`src/rtl/full_adder_if.sv`:
```
// Operand/result bundle for full_adder. The master drives operands, the slave (the adder)
// returns the result and its valid.
interface full_adder_if #(
  parameter int WIDTH = 1
) ();
  logic [WIDTH-1:0] x;
  logic [WIDTH-1:0] y;
  logic             carry_in;
  logic             in_valid;
  logic [WIDTH-1:0] sum;
  logic             carry_out;
  logic             overflow;
  logic             out_valid;

  modport master (
    output x, y, carry_in, in_valid,
    input  sum, carry_out, overflow, out_valid
  );

  modport slave (
    input  x, y, carry_in, in_valid,
    output sum, carry_out, overflow, out_valid
  );
endinterface

```
`src/rtl/full_adder.sv`:
```
// Ripple-carry adder built from 1-bit cells. It has an optional one-stage result register
// that loads only on valid input.
module fa_cell (
  input  logic a_i,
  input  logic b_i,
  input  logic c_i,
  output logic s_o,
  output logic c_o
);
  assign s_o = a_i ^ b_i ^ c_i;
  assign c_o = (a_i & b_i) | (c_i & (a_i ^ b_i));
endmodule

module full_adder #(
  parameter int WIDTH      = 1,
  parameter bit REGISTERED = 1'b1
) (
  input  logic         clk,
  input  logic         rst,
  full_adder_if.slave  bus
);
  typedef struct packed {
    logic [WIDTH-1:0] sum;
    logic             co;
    logic             ov;
  } rsp_t;

  logic [WIDTH-1:0] s_d;
  rsp_t             rsp_d;

  // Each cell keeps its own carry nets so the chain is not one self-referencing vector.
  for (genvar i = 0; i < WIDTH; i++) begin : g_bit
    logic cin;
    logic cout;
    if (i == 0) begin : g_first
      assign cin = bus.carry_in;
    end else begin : g_rest
      assign cin = g_bit[i-1].cout;
    end
    fa_cell u_cell (
      .a_i (bus.x[i]),
      .b_i (bus.y[i]),
      .c_i (cin),
      .s_o (s_d[i]),
      .c_o (cout)
    );
  end

  assign rsp_d.sum = s_d;
  assign rsp_d.co  = g_bit[WIDTH-1].cout;
  assign rsp_d.ov  = g_bit[WIDTH-1].cin ^ g_bit[WIDTH-1].cout;

  if (REGISTERED) begin : g_reg
    rsp_t rsp_q;
    logic vld_q;

    // Result holds across invalid cycles; only the valid flag tracks in_valid every cycle.
    always_ff @(posedge clk or posedge rst) begin
      if (rst) begin
        rsp_q <= '0;
        vld_q <= 1'b0;
      end else begin
        vld_q <= bus.in_valid;
        if (bus.in_valid) rsp_q <= rsp_d;
      end
    end

    assign bus.sum       = rsp_q.sum;
    assign bus.carry_out = rsp_q.co;
    assign bus.overflow  = rsp_q.ov;
    assign bus.out_valid = vld_q;
  end else begin : g_comb
    logic unused_ok;
    assign unused_ok     = clk ^ rst;
    assign bus.sum       = rsp_d.sum;
    assign bus.carry_out = rsp_d.co;
    assign bus.overflow  = rsp_d.ov;
    assign bus.out_valid = bus.in_valid;
  end
endmodule

```
`src/flat_wrapper.sv`:
```
// flat-port wrapper written by rule: the top's interface ports become plain ports
module full_adder_flat 
#(
  parameter int WIDTH      = 1,
  parameter bit REGISTERED = 1'b1
)
  (clk, rst, bus_x, bus_y, bus_carry_in, bus_in_valid, bus_sum, bus_carry_out, bus_overflow, bus_out_valid);
  full_adder_if #(.WIDTH(WIDTH)) bus_i ();
  input  logic clk;
  input  logic rst;
  input wire logic [$bits(bus_i.x)-1:0] bus_x;
  input wire logic [$bits(bus_i.y)-1:0] bus_y;
  input wire logic [$bits(bus_i.carry_in)-1:0] bus_carry_in;
  input wire logic [$bits(bus_i.in_valid)-1:0] bus_in_valid;
  output wire logic [$bits(bus_i.sum)-1:0] bus_sum;
  output wire logic [$bits(bus_i.carry_out)-1:0] bus_carry_out;
  output wire logic [$bits(bus_i.overflow)-1:0] bus_overflow;
  output wire logic [$bits(bus_i.out_valid)-1:0] bus_out_valid;
  assign bus_i.x = bus_x;
  assign bus_i.y = bus_y;
  assign bus_i.carry_in = bus_carry_in;
  assign bus_i.in_valid = bus_in_valid;
  assign bus_sum = bus_i.sum;
  assign bus_carry_out = bus_i.carry_out;
  assign bus_overflow = bus_i.overflow;
  assign bus_out_valid = bus_i.out_valid;
  full_adder #(.WIDTH(WIDTH), .REGISTERED(REGISTERED)) u_core (.clk(clk), .rst(rst), .bus(bus_i));
endmodule
```
`config.mk`:
```
export PLATFORM = sky130hd
export DESIGN_NAME = full_adder_flat
export DESIGN_NICKNAME = d
export VERILOG_FILES = /design/src/rtl/full_adder_if.sv /design/src/rtl/full_adder.sv /design/src/flat_wrapper.sv
export SDC_FILE = /design/constraint.sdc
export NUM_CORES = 1
export LEC_CHECK = 0
export CORE_AREA = 2 2 39 41
export DETAILED_ROUTE_END_ITERATION = 7
export DIE_AREA = 0 0 41 43
export HOLD_SLACK_MARGIN = 0.15
export PLACE_DENSITY = 0.41
export SYNTH_ARGS = -nofsm -noshare
export SYNTH_HDL_FRONTEND = slang
export SYNTH_HIERARCHICAL = 1
export SYNTH_SLANG_ARGS = --single-unit
```
`constraint.sdc`:
```
create_clock -name clk -period 0.85 [get_ports clk]
set_input_delay 0.17 -clock clk [delete_from_list [all_inputs] [get_ports clk]]
set_output_delay 0.17 -clock clk [all_outputs]
set_load 0.1 [all_outputs]
```
==> results.txt <==
- In this design, the stage delay of the slowest critical-path cell is 480 ps.
- Counting every instance in the synthesized netlist gives 11.
- VDD IR max: 0.829 mV
* Clock network fraction of design power: 26.6%
- Synth Register Bits: 4
- Across all setup checks in the final design, the least slack found is -208 ps.
- For this block, the routed nets add up to 414 um of wire.
- Along the worst path, the maximum fanout reaches 2.
- Of the available clock period, the critical path in the final layout requires 124%.
- RSZ-0062 raised after global routing: yes
- For this run, the detailed router's first-pass iteration total came to 1.
* WS Path Type: flip-flop to output pin
* Post-route total power: 0.879 mW
- Adding up every negative setup slack in the final design gives -720 ps.
- Net switching power: 0.337 mW
* Warnings, synthesis: 6
- Buffers placed on the I/O ports in this run total 9.
- TritonCTS built the clock tree.
- Measured against its own limit, the worst slew margin works out to 80.0%.
- After routing the design area is 374 sq um.
- After synthesis, flip-flops and latches occupy 61.1% of the total area.
* # H-tree levels: 1
- The floorplan step defined a die boundary enclosing 1760 sq um.
- Post-route DRC: 0
- Crit path buffers/inverters: 1
- Violated checks: negative setup slack
- Dividing total power by cell area gives a power density of 2350 nW/um^2.
* First-pass GRT wire length: 648 um
- STA classifies the critical path endpoint as an output pin.
- The run finished, with violations left.
* Pint: 0.542 mW
* Arrival time of data at the critical path endpoint: 890 ps
- Library cell occupying the most area in the post-synthesis netlist: dfrtp_1
- In this run the deepest clock path goes through 2 buffers.
- Global placement routability congestion: 0.575
- Clock latency of the later-clocked register in the worst-skew pair: 230 ps
- Summing the areas of all fa, ha and maj instances in the mapped netlist gives 12.2% of the synthesized area.
- Dominant cells by area after synthesis: dfrtp_1 61%, mux2_2 14%, fa_1 12%
- After detailed routing, the average wire length per cell comes to 10.1 um.
- Number of inserted diodes: 0
* Leakage: 0.162 nW
* Worst clock skew: 0 ps
* Std-Cell Core Area: 1380 sq um
- A synthesized cell averages 14.9 sq um.
- Clock slew at reported path FFs: 40 ps
- Summing the areas of all xor and xnor instances in the mapped netlist gives 5.34% of the synthesized area.
- The worst setup path is launched from a flip-flop.
- Floorplan row count: 14
- The die is 41 um wide.
- Initial antenna violation count: 0
- Synthesized net count: 18
- For this design, the slowest cell found on the critical path is dfrtp_4.
- The count of final hold-check violations was 0.
- Number of nets in the layout: 34
- The routed design could run at a clock period as short as 1060 ps.
* Number of DRC violations after detailed-routing iteration 0: 0
- TritonCTS Buffers: 3
* Antenna-violating nets left: 0
* Via count of the first global-routing pass: 149
- Final number of max-transition violations: 0
* Area of the mapped netlist: 164 sq um
* Net switching fraction of the power: 38.3%
* Clk sinks: 4
* Measured slew at the worst slew-check pin: 300 ps
- Entering global routing, the biggest net connects 6 pins.
- Synthesis instantiated 7 different standard cells from the library.
- Main combinational cell family by area after synthesis: multiplexers
* Buffer type at the clock tree root: clkbuf_4
* Leftover overflow at the end of global routing: 0
- Complex-gate fraction of the synthesized area: 3.05%
- After Yosys synthesis, and, or, nand and nor cells account for 2.29% of the synthesized area.
- Utilization after layout: 27.0%
- The share of total power dissipated in combinational logic is 44.3%.
* Number of ports placed on the die boundary: 10
- Setup violations remaining at the end of the flow were counted as 6.
- Relative to the synthesized area, the layout overhead comes to 128%.
* Starting Density: 11.8%
- The path class of the tightest hold or removal check is input pin to asynchronous set/reset pin.
* Hold Slack: 124 ps
- Maximum capacitance violations: 0
- Global Route Usage Sum: 6.17%
- At the worst endpoint, the required time is 680 ps.
* Proportion of synthesized area in mux cells: 13.7%
- The final route contains 137 vias.
* Via/cell ratio: 3.34
- Max Clk Rate: 0.946 GHz
- Among cell families on the critical path, the largest total delay comes from flip-flops.
- Per report_power, the sequential group accounts for 29.1% of the total.
* Proportion of layout cells with a drive suffix above 1: 88.0%
- From bottom edge to top edge, the die measures 43 um.
- Cell area reported after detailed placement: 334 sq um
- Share of Yosys cell area claimed by the top area cell type: 61.1%
- Traced cell by cell, the critical path runs through buf_12.
area by class of cell:
type	count	area, sq um
multi-input combinational	6	85.1
sequential	4	110
tap	16	20.0
clock buffer	3	22.5
fill	149	1010
timing repair buffer	11	133
inverter	1	3.75
routing by layer:
metal  vias to the layer above  track usage (%)  part of all wire (%)
li1                         63                -                     -
met1                        64             7.57                    42
met2                        10             6.25                    42
met3                         0             4.71                    15
met4                         0             6.00                     0
met5                         -                0                     0
path summary, 6_finish.rpt:
path                                       from                   end  slack [ps]  cells past startpoint
setup / recovery                 u_core/bus.sum               bus_sum        -210                      1
hold / removal                              rst        u_core/bus.sum         120                      2
setup reg to reg                 u_core/bus.sum        u_core/bus.sum         -20                      1
hold reg to reg            u_core/bus.carry_out  u_core/bus.carry_out         570                      1
max in group asynchronous                   rst   u_core/bus.overflow         560                      2
min in group clk                   bus_in_valid  u_core/bus.out_valid         350                      1
power by group through the flow:
stage                     combinational (mW)  sequential [mW]  clock, mW
after global routing                   0.405            0.259      0.260
after global placement                 0.366            0.256          0
after CTS                              0.361            0.254      0.248
final                                  0.390            0.256      0.234
after detailed placement               0.365            0.256          0
after floorplan                       0.0345            0.426          0
repair_timing:
action                                  CTS  global route
endpoints found under the setup margin    7             5
endpoints found under the hold margin     4             4
resized for setup                        14             5
setup buffers                             0             1
gates cloned                              0             0
pin swaps                                 1             0
kinds of logic after synthesis:
family | count (synthesis)
AOI/OAI and AO/OA | 1
and+or+nand+nor | 1
buffers and inverters | 1
muxes | 2
xor gates and xnor gates | 1
DFF | 4
adders and majority gates | 1
cell usage in the layout (no fill, tap or decap):
master / Yosys / layout
xnor2_2: 0 / 1
buf_2: 0 / 3
nor2_4: 0 / 1
buf_12: 0 / 4
dlygate4sd2_1: 0 / 1
a21oi_2: 0 / 1
buf_6: 0 / 1
fa_2: 0 / 1
mux2_2: 2 / 1
inv_1: 1 / 1
clkdlybuf4s50_1: 0 / 1
dfrtp_4: 0 / 2
mux2_4: 0 / 1
dfrtp_2: 0 / 2
buf_4: 0 / 1
clkbuf_4: 0 / 3
synthesized netlist by cell type:
| cell | instances |
|---|---|
| nor2_1 | 1 |
| a21oi_1 | 1 |
| fa_1 | 1 |
| inv_1 | 1 |
| xnor2_1 | 1 |
| mux2_2 | 2 |
| dfrtp_1 | 4 |
sequential cells by signal, indices dropped and copies added, names as in the netlist:
name                  count
u_core/bus.overflow       1
u_core/bus.sum            1
u_core/bus.carry_out      1
u_core/bus.out_valid      1
stage by stage:
stage / instances / setup slack [ps]
4_1_cts: 40 / -214
3_5_place_dp: 37 / -652
5_1_grt: 41 / -235
6_report: 41 / -208
3_3_place_gp: 37 / -649
2_1_floorplan: 11 / -187
Note: power is estimated with default switching activity, not from simulation.
